**src/rtl/branch_cond_unit_if.sv**
```systemverilog
// Handshake/bus bundle between the control unit (master) and branch_cond_unit (slave).
interface branch_cond_unit_if #(
  parameter int DATA_W = 32,
  parameter int COND_W = 3
);
  logic [COND_W-1:0] ir_cond;
  logic [DATA_W-1:0] bus_in;
  logic              con_in;
  logic              con_ack;
  logic              con_out;
  logic              con_valid;
  logic              busy;

  modport master (
    output ir_cond, bus_in, con_in, con_ack,
    input  con_out, con_valid, busy
  );

  modport slave (
    input  ir_cond, bus_in, con_in, con_ack,
    output con_out, con_valid, busy
  );
endinterface

```
**src/rtl/branch_cond_unit.sv**
```systemverilog
// Registered CON decision: latch Z/N and condition on con_in, evaluate next cycle, hold until con_ack.
// Optional eval/taken statistics counters under BRANCH_COND_STATS_EN.
module branch_cond_unit #(
  parameter int DATA_W = 32,
  parameter int COND_W = 3
) (
  input  logic               clk,
  input  logic               clr,
  branch_cond_unit_if.slave  bus
`ifdef BRANCH_COND_STATS_EN
  ,
  output logic [15:0]        eval_cnt,
  output logic [15:0]        taken_cnt
`endif
);

  typedef enum logic [1:0] {IDLE, EVAL, HOLD} state_t;

  state_t            state;
  logic              z_q;
  logic              n_q;
  logic [COND_W-1:0] cond_q;
  logic              con_out_q;
  logic              con_valid_q;
  logic              busy_q;
  logic [2:0]        code;
  logic              result;

  // A 2-bit condition field zero-extends, so only codes 0-3 are reachable.
  assign code = 3'(cond_q);

  always_comb begin
    result = 1'b0;
    case (code)
      3'd0:    result = z_q;
      3'd1:    result = ~z_q;
      3'd2:    result = ~n_q;
      3'd3:    result = n_q;
      3'd4:    result = 1'b1;
      3'd5:    result = 1'b0;
      3'd6:    result = ~n_q & ~z_q;
      default: result = n_q | z_q;
    endcase
  end

  always_ff @(posedge clk) begin
    if (clr) begin
      state       <= IDLE;
      z_q         <= 1'b0;
      n_q         <= 1'b0;
      cond_q      <= '0;
      con_out_q   <= 1'b0;
      con_valid_q <= 1'b0;
      busy_q      <= 1'b0;
    end else begin
      case (state)
        IDLE: begin
          if (bus.con_in) begin
            z_q    <= (bus.bus_in == '0);
            n_q    <= bus.bus_in[DATA_W-1];
            cond_q <= bus.ir_cond;
            busy_q <= 1'b1;
            state  <= EVAL;
          end
        end
        EVAL: begin
          con_out_q   <= result;
          con_valid_q <= 1'b1;
          busy_q      <= 1'b0;
          state       <= HOLD;
        end
        HOLD: begin
          // A new strobe takes priority; a coincident ack is dropped.
          if (bus.con_in) begin
            z_q         <= (bus.bus_in == '0);
            n_q         <= bus.bus_in[DATA_W-1];
            cond_q      <= bus.ir_cond;
            con_out_q   <= 1'b0;
            con_valid_q <= 1'b0;
            busy_q      <= 1'b1;
            state       <= EVAL;
          end else if (bus.con_ack) begin
            con_out_q   <= 1'b0;
            con_valid_q <= 1'b0;
            state       <= IDLE;
          end
        end
        default: begin
          con_out_q   <= 1'b0;
          con_valid_q <= 1'b0;
          busy_q      <= 1'b0;
          state       <= IDLE;
        end
      endcase
    end
  end

  assign bus.con_out   = con_out_q;
  assign bus.con_valid = con_valid_q;
  assign bus.busy      = busy_q;

`ifdef BRANCH_COND_STATS_EN
  always_ff @(posedge clk) begin
    if (clr) begin
      eval_cnt  <= '0;
      taken_cnt <= '0;
    end else if (state == EVAL) begin
      if (eval_cnt != 16'hFFFF) eval_cnt <= eval_cnt + 16'd1;
      if (result && (taken_cnt != 16'hFFFF)) taken_cnt <= taken_cnt + 16'd1;
    end
  end
`endif

endmodule

```
**src/flat_wrapper.sv**
```systemverilog
// flat-port wrapper written by rule: the top's interface ports become plain ports
module branch_cond_unit_flat 
#(
  parameter int DATA_W = 32,
  parameter int COND_W = 3
)
  (clk, clr, bus_ir_cond, bus_bus_in, bus_con_in, bus_con_ack, bus_con_out, bus_con_valid, bus_busy);
  branch_cond_unit_if #(.DATA_W(DATA_W), .COND_W(COND_W)) bus_i ();
  input  logic clk;
  input  logic clr;
  input wire logic [$bits(bus_i.ir_cond)-1:0] bus_ir_cond;
  input wire logic [$bits(bus_i.bus_in)-1:0] bus_bus_in;
  input wire logic [$bits(bus_i.con_in)-1:0] bus_con_in;
  input wire logic [$bits(bus_i.con_ack)-1:0] bus_con_ack;
  output wire logic [$bits(bus_i.con_out)-1:0] bus_con_out;
  output wire logic [$bits(bus_i.con_valid)-1:0] bus_con_valid;
  output wire logic [$bits(bus_i.busy)-1:0] bus_busy;
  assign bus_i.ir_cond = bus_ir_cond;
  assign bus_i.bus_in = bus_bus_in;
  assign bus_i.con_in = bus_con_in;
  assign bus_i.con_ack = bus_con_ack;
  assign bus_con_out = bus_i.con_out;
  assign bus_con_valid = bus_i.con_valid;
  assign bus_busy = bus_i.busy;
  branch_cond_unit #(.DATA_W(DATA_W), .COND_W(COND_W)) u_core (.clk(clk), .clr(clr), .bus(bus_i));
endmodule
```
**config.mk**
```make
export PLATFORM = sky130hd
export DESIGN_NAME = branch_cond_unit_flat
export DESIGN_NICKNAME = d
export VERILOG_FILES = /design/src/rtl/branch_cond_unit_if.sv /design/src/rtl/branch_cond_unit.sv /design/src/flat_wrapper.sv
export SDC_FILE = /design/constraint.sdc
export NUM_CORES = 1
export LEC_CHECK = 0
export CAP_MARGIN = 20
export CORE_ASPECT_RATIO = 1.2
export CORE_MARGIN = 3
export CORE_UTILIZATION = 27
export CTS_CLUSTER_DIAMETER = 50
export DETAILED_ROUTE_END_ITERATION = 16
export PLACE_DENSITY = 0.85
export SLEW_MARGIN = 0
export SYNTH_ARGS = -nofsm -noshare
export SYNTH_HDL_FRONTEND = slang
export SYNTH_SLANG_ARGS = --single-unit
```
**constraint.sdc**
```tcl
create_clock -name clk -period 1 [get_ports clk]
set_input_delay 0.1 -clock clk [delete_from_list [all_inputs] [get_ports clk]]
set_output_delay 0.1 -clock clk [all_outputs]
set_load 0.01 [all_outputs]
```
==> results.md, run 1 <==
- Hold depth: 3
- Final Hold Viols: 0
- Ys async rst share: 0%
- Clk slew on worst S/H paths: 70 ps
- Die area: 0.00233 mm^2
- Grt ovf: 0
- Synthesis warning total: 0
- Post-CTS Setup Inserts: 0
- Highest Signal Layer: met4
- Initial antenna violation count: 0
- Max Fclk: 984 MHz
- Pre-CTS setup slack: -277 ps
- Pre-Repair DR Iteration Count: 2
- Routed wl met3: 97 um
- Worst-Skew Late Latency: 270 ps
- Largest area contributor in the netlist: dfxtp_1
- Setup total negative slack: -15.8 ps
- Row count: 16
- CTS Root Cell: clkbuf_4
- Worst EP arrival: 1200 ps
- Worst-Margin Slew: 264 ps
- Metal2 WL: 1050 um
- Met1 WL: 529 um
- Fin Hold WS: 182 ps
- # diodes: 0
- Post-Synthesis Cells: 53
- Layout cells sized above 1: 22.8%
- Total detailed-routing wirelength: 1710 um
- Routed Antenna Nets: 0
- Status: finished, violations left
- Number of setup violations in the final report: 1
- Synth unique cells: 19
- Die span in x: 44.6 um
- First-pass GRT wire length: 2550 um
- Total GRT Usage: 15.5%
- Starting Density: 29.1%
- Avg WL per Cell: 14.4 um
- Worst setup startpoint: u_core.z_q
- Starting DRT DRC Count: 1
- CTS tree: built
- Hold Path End: u_core.bus.busy
- Synth area leaders: dfxtp_1, nor4_1, mux2i_1, nor2_1, o41ai_2
- Port Buffers: 41
- Average size of a mapped cell: 9.11 um^2
- R2R depth: 4
- Pwr Density: 1070 mW/mm^2
- Tcrit/Tclk final: 102%
- Die Ht: 52.3 um
- Critical Path Sink Type: flip-flop
- Clock sinks: 10
- VDD IR-drop max: 0.553 mV
- Synthesized cell area: 483 um^2
- Failing checks: setup timing
- Vias: 598
- EDFF count, synth: 0
- Syn Nets: 92
- RSZ-0062 raised after global routing: yes
- Inst Count DP: 116
- Hold path startpoint: bus_con_in
- Post-synth top flop: dfxtp_1
- FF-to-FF setup slack: -20 ps
- Max-Slew Margin vs Limit: 82.2%
- Crit Path Category: flip-flop to flip-flop
- Most common library cells after synthesis: dfxtp_1, nor2_1, nor4_1, inv_1, mux2i_1
- Clock skew: 3.61 ps
- Core area: 0.00166 mm^2
- DRC viols: 0
- Layout Cells excl Fill: 119
- Minimum clock period: 1020 ps
- H-Tree Depth: 1
- Capturing point of the worst reg2reg path: u_core.bus.con_out
- Crit Reg-Reg Startpoint: u_core.z_q
- Sequential fraction of the synthesis area: 41.5%
- Worst hold-check path type: input port to flip-flop
- Pin count of the biggest net entering global routing: 8
- Layout Nets: 141
- Number of I/O pins: 42
- Layout Utilization: 60.9%
- Vias in the first global route: 650
- Count leader, synth: dfxtp_1
- Cts bufs inserted: 3
- Crit Path Max Fanout: 3
- P&R area growth vs syn: 110%
- Routed vias/inst: 5.03
- Setup WS post-layout: -15.8 ps
- Lkg Pwr: 0.407 nW
- WP data required: 1180 ps
- Clock buffer depth: 2
- Max Cap Viol: 0
- DP Wirelength: 1350 um
- Placer congestion estimate: 0.723
- Synthesized flop and latch total: 10
- CP Launch Type: flip-flop
- Share of the synthesized area in the top cell type: 41.5%
- Slew Limit Fails: 0
-- state kept, by name (all words and copies together), names as in the netlist --
register              count
u_core.code               3
u_core.bus.busy           1
u_core.z_q                1
u_core.state              2
u_core.bus.con_valid      1
u_core.bus.con_out        1
u_core.n_q                1
-- cell type report --
type                            instances  area (um^2)
Tap cell                               18         22.5
Multi-Input combinational cell         37          288
Inverter                                4         15.0
Sequential cell                        10          205
Clock buffer                            4         36.3
Fill cell                             140          649
Timing Repair Buffer                   46          445
-- logic make-up (layout without fill, tap and decap cells) --
| logic type | count (synthesis) | count (layout) | synth area share, % |
|---|---|---|---|
| flip-flops | 10 | 10 | 41.5 |
| XOR/XNOR | 1 | 1 | 1.81 |
| AO/OA/AOI/OAI | 7 | 7 | 13.2 |
| AND/OR/NAND/NOR | 25 | 25 | 28.8 |
| multiplexers | 4 | 4 | 8.29 |
| buffers and inverters | 6 | 54 | 6.47 |
-- metal layers --
| layer | GRT usage (%) | up-vias |
|---|---|---|
| met3 | 5.15 | 5 |
| met5 | 0 | - |
| li1 | - | 289 |
| met4 | 9.05 | 0 |
| met2 | 31.1 | 25 |
| met1 | 12.0 | 279 |
-- power by group --
| part | total (mW) | switching [mW] | internal [mW] |
|---|---|---|---|
| logic | 0.275 | 0.0826 | 0.193 |
| registers | 0.437 | 0.0181 | 0.419 |
| clock network | 0.375 | 0.154 | 0.221 |
| total | 1.09 | 0.255 | 0.833 |
-- worst max-delay path, cell delays in order, from the launching register on --
cell and delay, ps:
dfxtp_2 340, a21o_1 190, a21oi_2 130, xnor2_1 90, o41ai_2 190
-- cells in the final DEF, fill, tap and decap left out, types with 2 or more instances in the layout --
master and n:
dfxtp_1 8, nor2_1 9, a21o_1 2, mux2i_1 4, nor4_1 5, nand4_1 2, clkdlybuf4s50_1 37, nor4_2 3
clkdlybuf4s15_1 2, buf_4 5, clkbuf_4 3, nor3_2 2, inv_1 4
-- metrics by stage --
| step | area [um^2] | total power, mW |
|---|---|---|
| after floorplan | 484 | 0.524 |
| after global placement | 946 | 0.707 |
| after detailed placement | 946 | 0.715 |
| after CTS | 986 | 1.09 |
| after global routing | 1010 | 1.13 |
| final | 1010 | 1.09 |
-- worst max path at each step --
stage	to	slack (ps)	cells past startpoint
2_1_floorplan	u_core.bus.con_out	40	4
3_3_place_gp	u_core.z_q	-250	5
3_5_place_dp	u_core.z_q	-280	5
4_1_cts	u_core.bus.con_out	-20	4
5_1_grt	u_core.bus.con_out	-100	4
6_report	u_core.bus.con_out	-20	4
-- repair_timing --
item,in CTS,in global routing
endpoints found under the hold margin,0,0
endpoints found under the setup margin,4,10
pin swaps,1,2
resized for setup,6,11
hold buffers,0,0
No activity file was read; power rests on OpenSTA's default activity.
==> inputs of run 2 (changes only) <==
Settings changed: SLEW_MARGIN 0 to 10.
==> results of run 2 <==
Final layout, timing and power as in run 1 (identical DEF).
==> inputs of run 3 (changes only) <==
Settings changed: REMOVE_ABC_BUFFERS set to 1.
==> results.md, run 3 (synthesis gave the netlist of run 1 again) <==
- Tcrit/Tclk final: 105% (+3.0 points)
- VDD IR-drop max: 0.926 mV (+68%)
- Lkg Pwr: 0.509 nW (+25%)
- Number of setup violations in the final report: 3 (+2)
- Critical Path Sink Type: flip-flop
- Clock sinks: 10 (unchanged)
- Multi-input logic area: 328 um^2 (+14%)
- Die area: 0.00233 mm^2 (unchanged)
- Worst EP arrival: 1220 ps (+20 ps)
- # diodes: 0 (unchanged)
- Slowest stage delay, CP: 330 ps (about the same)
- Minimum clock period: 1050 ps (+30.4 ps)
- Starting DRT DRC Count: 3 (+2)
- Max-Slew Margin vs Limit: 82.3% (+0.083 points)
- Core area: 0.00166 mm^2 (unchanged)
- Hold buffer count at CTS: 0 (unchanged)
- Routed vias/inst: 5.07 (+0.97%)
- Pin count of the biggest net entering global routing: 7 (-1)
- Cell Area, Placed: 952 um^2 (+0.66%)
- Metal2 WL: 1220 um (+16%)
- Pre-CTS setup slack: -339 ps (-62.2 ps)
- Pwr Density: 1010 mW/mm^2 (-5.8%)
- Worst-path cell chain: nor3_1 -> a21oi_2 -> xnor2_2 -> o41ai_2
- Largest register FFs: 3 (unchanged)
- RSZ-0062 raised after global routing: yes
- Final instance area: 0.00109 mm^2 (+8.2%)
- Routed wl met3: 135 um (+39%)
- Crit Path Max Fanout: 3 (unchanged)
- Met1 WL: 735 um (+39%)
- Layout cells sized above 1: 33.7% (+11 points)
- Initial antenna violation count: 0 (unchanged)
- P&R area growth vs syn: 127%
- Die span in x: 44.6 um (unchanged)
- Clock skew: 4.88 ps (+1.28 ps)
- DP Wirelength: 1450 um (+6.8%)
- Final Hold Viols: 0 (unchanged)
- Most frequent cells in the layout: clkdlybuf4s50_1, dlymetal6s2s_1, dfxtp_1
- Setup WS post-layout: -46.2 ps (-30.4 ps)
- Total detailed-routing wirelength: 2110 um (+23%)
- Placer congestion estimate: 0.730 (+1.0%)
- Cts bufs inserted: 3 (unchanged)
- Number of I/O pins: 42 (unchanged)
- Pre-Repair DR Iteration Count: 4 (+2)
- Commonest non-fill, non-tap cell in the layout: clkdlybuf4s50_1
- Failing checks: setup timing
- First-pass GRT wire length: 2900 um (+14%)
- Grt ovf: 0 (unchanged)
- Avg WL per Cell: 17.3 um (+20%)
- Worst-Margin Slew: 264 ps (-0.243 ps)
- Clk slew on worst S/H paths: 70 ps (about the same)
- Vias: 619 (+3.5%)
- Status: finished, violations left
- DRC viols: 0 (unchanged)
- Highest Signal Layer: met4
- CTS tree: built
- CP Launch Type: flip-flop
- Clock buffer depth: 2 (unchanged)
- Routed Antenna Nets: 0 (unchanged)
- Layout Nets: 144 (+2.1%)
- Row count: 16 (unchanged)
- Starting Density: 29.1% (unchanged)
- WP data required: 1180 ps (about the same)
- Reg area: 205 um^2 (unchanged)
- CTS Root Cell: clkbuf_4
- Fill cell count: 119 (-15%)
- Die Ht: 52.3 um (unchanged)
- Max Fclk: 956 MHz (-2.9%)
- H-Tree Depth: 1 (unchanged)
- Worst hold-check path type: input port to flip-flop
- CP max stage cell: dfxtp_1
- Max Cap Viol: 0 (unchanged)
- Worst-Skew Late Latency: 270 ps (about the same)
- Port Buffers: 41 (unchanged)
- Slew Limit Fails: 0 (unchanged)
- Vias in the first global route: 665 (+2.3%)
- Crit Path Category: flip-flop to flip-flop
- Total GRT Usage: 17.6% (+2.1 points)
run 3: cell types whose count changed in the layout (fill, tap and decap cells not counted), sizes merged:
| cell | before | now |
|---|---|---|
| clkdlybuf4s50 | 37 | 27 |
| dlymetal6s2s | 1 | 10 |
| buf | 5 | 8 |
| clkbuf | 5 | 6 |
| clkdlybuf4s15 | 2 | 1 |
| dlygate4sd2 | 0 | 1 |
run 3: timing repair:
action / 4_1_cts / 5_1_grt
cloned: 0 / 0
buffers inserted: 0 / 1
pin swaps: 0 / 11
setup endpoints to repair: 11 / 9
gates resized for setup: 15 / 23
run 3: worst paths after layout:
kind / depth (start not counted) / slack [ps] / end / start
max: 4 / -50 / u_core.bus.con_out / u_core.code[2]
min reg2reg: 1 / 480 / u_core.bus.busy / u_core.state[0]
min: 5 / 310 / u_core.z_q / bus_bus_in[3]
max reg2reg: 4 / -50 / u_core.bus.con_out / u_core.code[2]
run 3: report_power, final:
part           leakage, nW  total, mW  internal [mW]  switching, mW
sequential          0.0833      0.440          0.420         0.0202
combinational        0.404      0.308          0.204          0.104
clock               0.0210      0.361          0.221          0.139
total                0.509       1.11          0.845          0.264
run 3: through the flow:
| stage | setup TNS (ps) | total power [mW] | hold slack (ps) | util (%) | cells |
|---|---|---|---|---|---|
| floorplan | -664 | 0.512 | 172 | - | 51 |
| global placement | -1920 | 0.712 | 481 | 57.3 | 117 |
| detailed placement | -2340 | 0.722 | 492 | 57.3 | 117 |
| CTS | -42.0 | 1.10 | 255 | 61.7 | 121 |
| global route | -436 | 1.17 | 344 | 65.9 | 122 |
| finish | -84.9 | 1.11 | 313 | 65.9 | 122 |
run 3: cell type report:
type / count / area share [%]
Clock buffer: 4 / 3.31
Inverter: 4 / 1.37
Multi-Input combinational cell: 37 / 29.9
Sequential cell: 10 / 18.7
Tap cell: 18 / 2.06
Timing Repair Buffer: 49 / 44.6
run 3: routing by layer:
layer / track usage [%] / vias to the layer above
li1: - / 295
met4: 7.54 / 0
met1: 18.3 / 292
met5: 0 / -
met2: 30.6 / 28
met3: 6.87 / 4
run 3: critical path, delay by kind of cell (launching register included):
kind	cells	cell delay, ps
AO/OA/AOI/OAI	2	270
XOR/XNOR	1	140
flip-flops	1	330
AND/OR/NAND/NOR	1	220
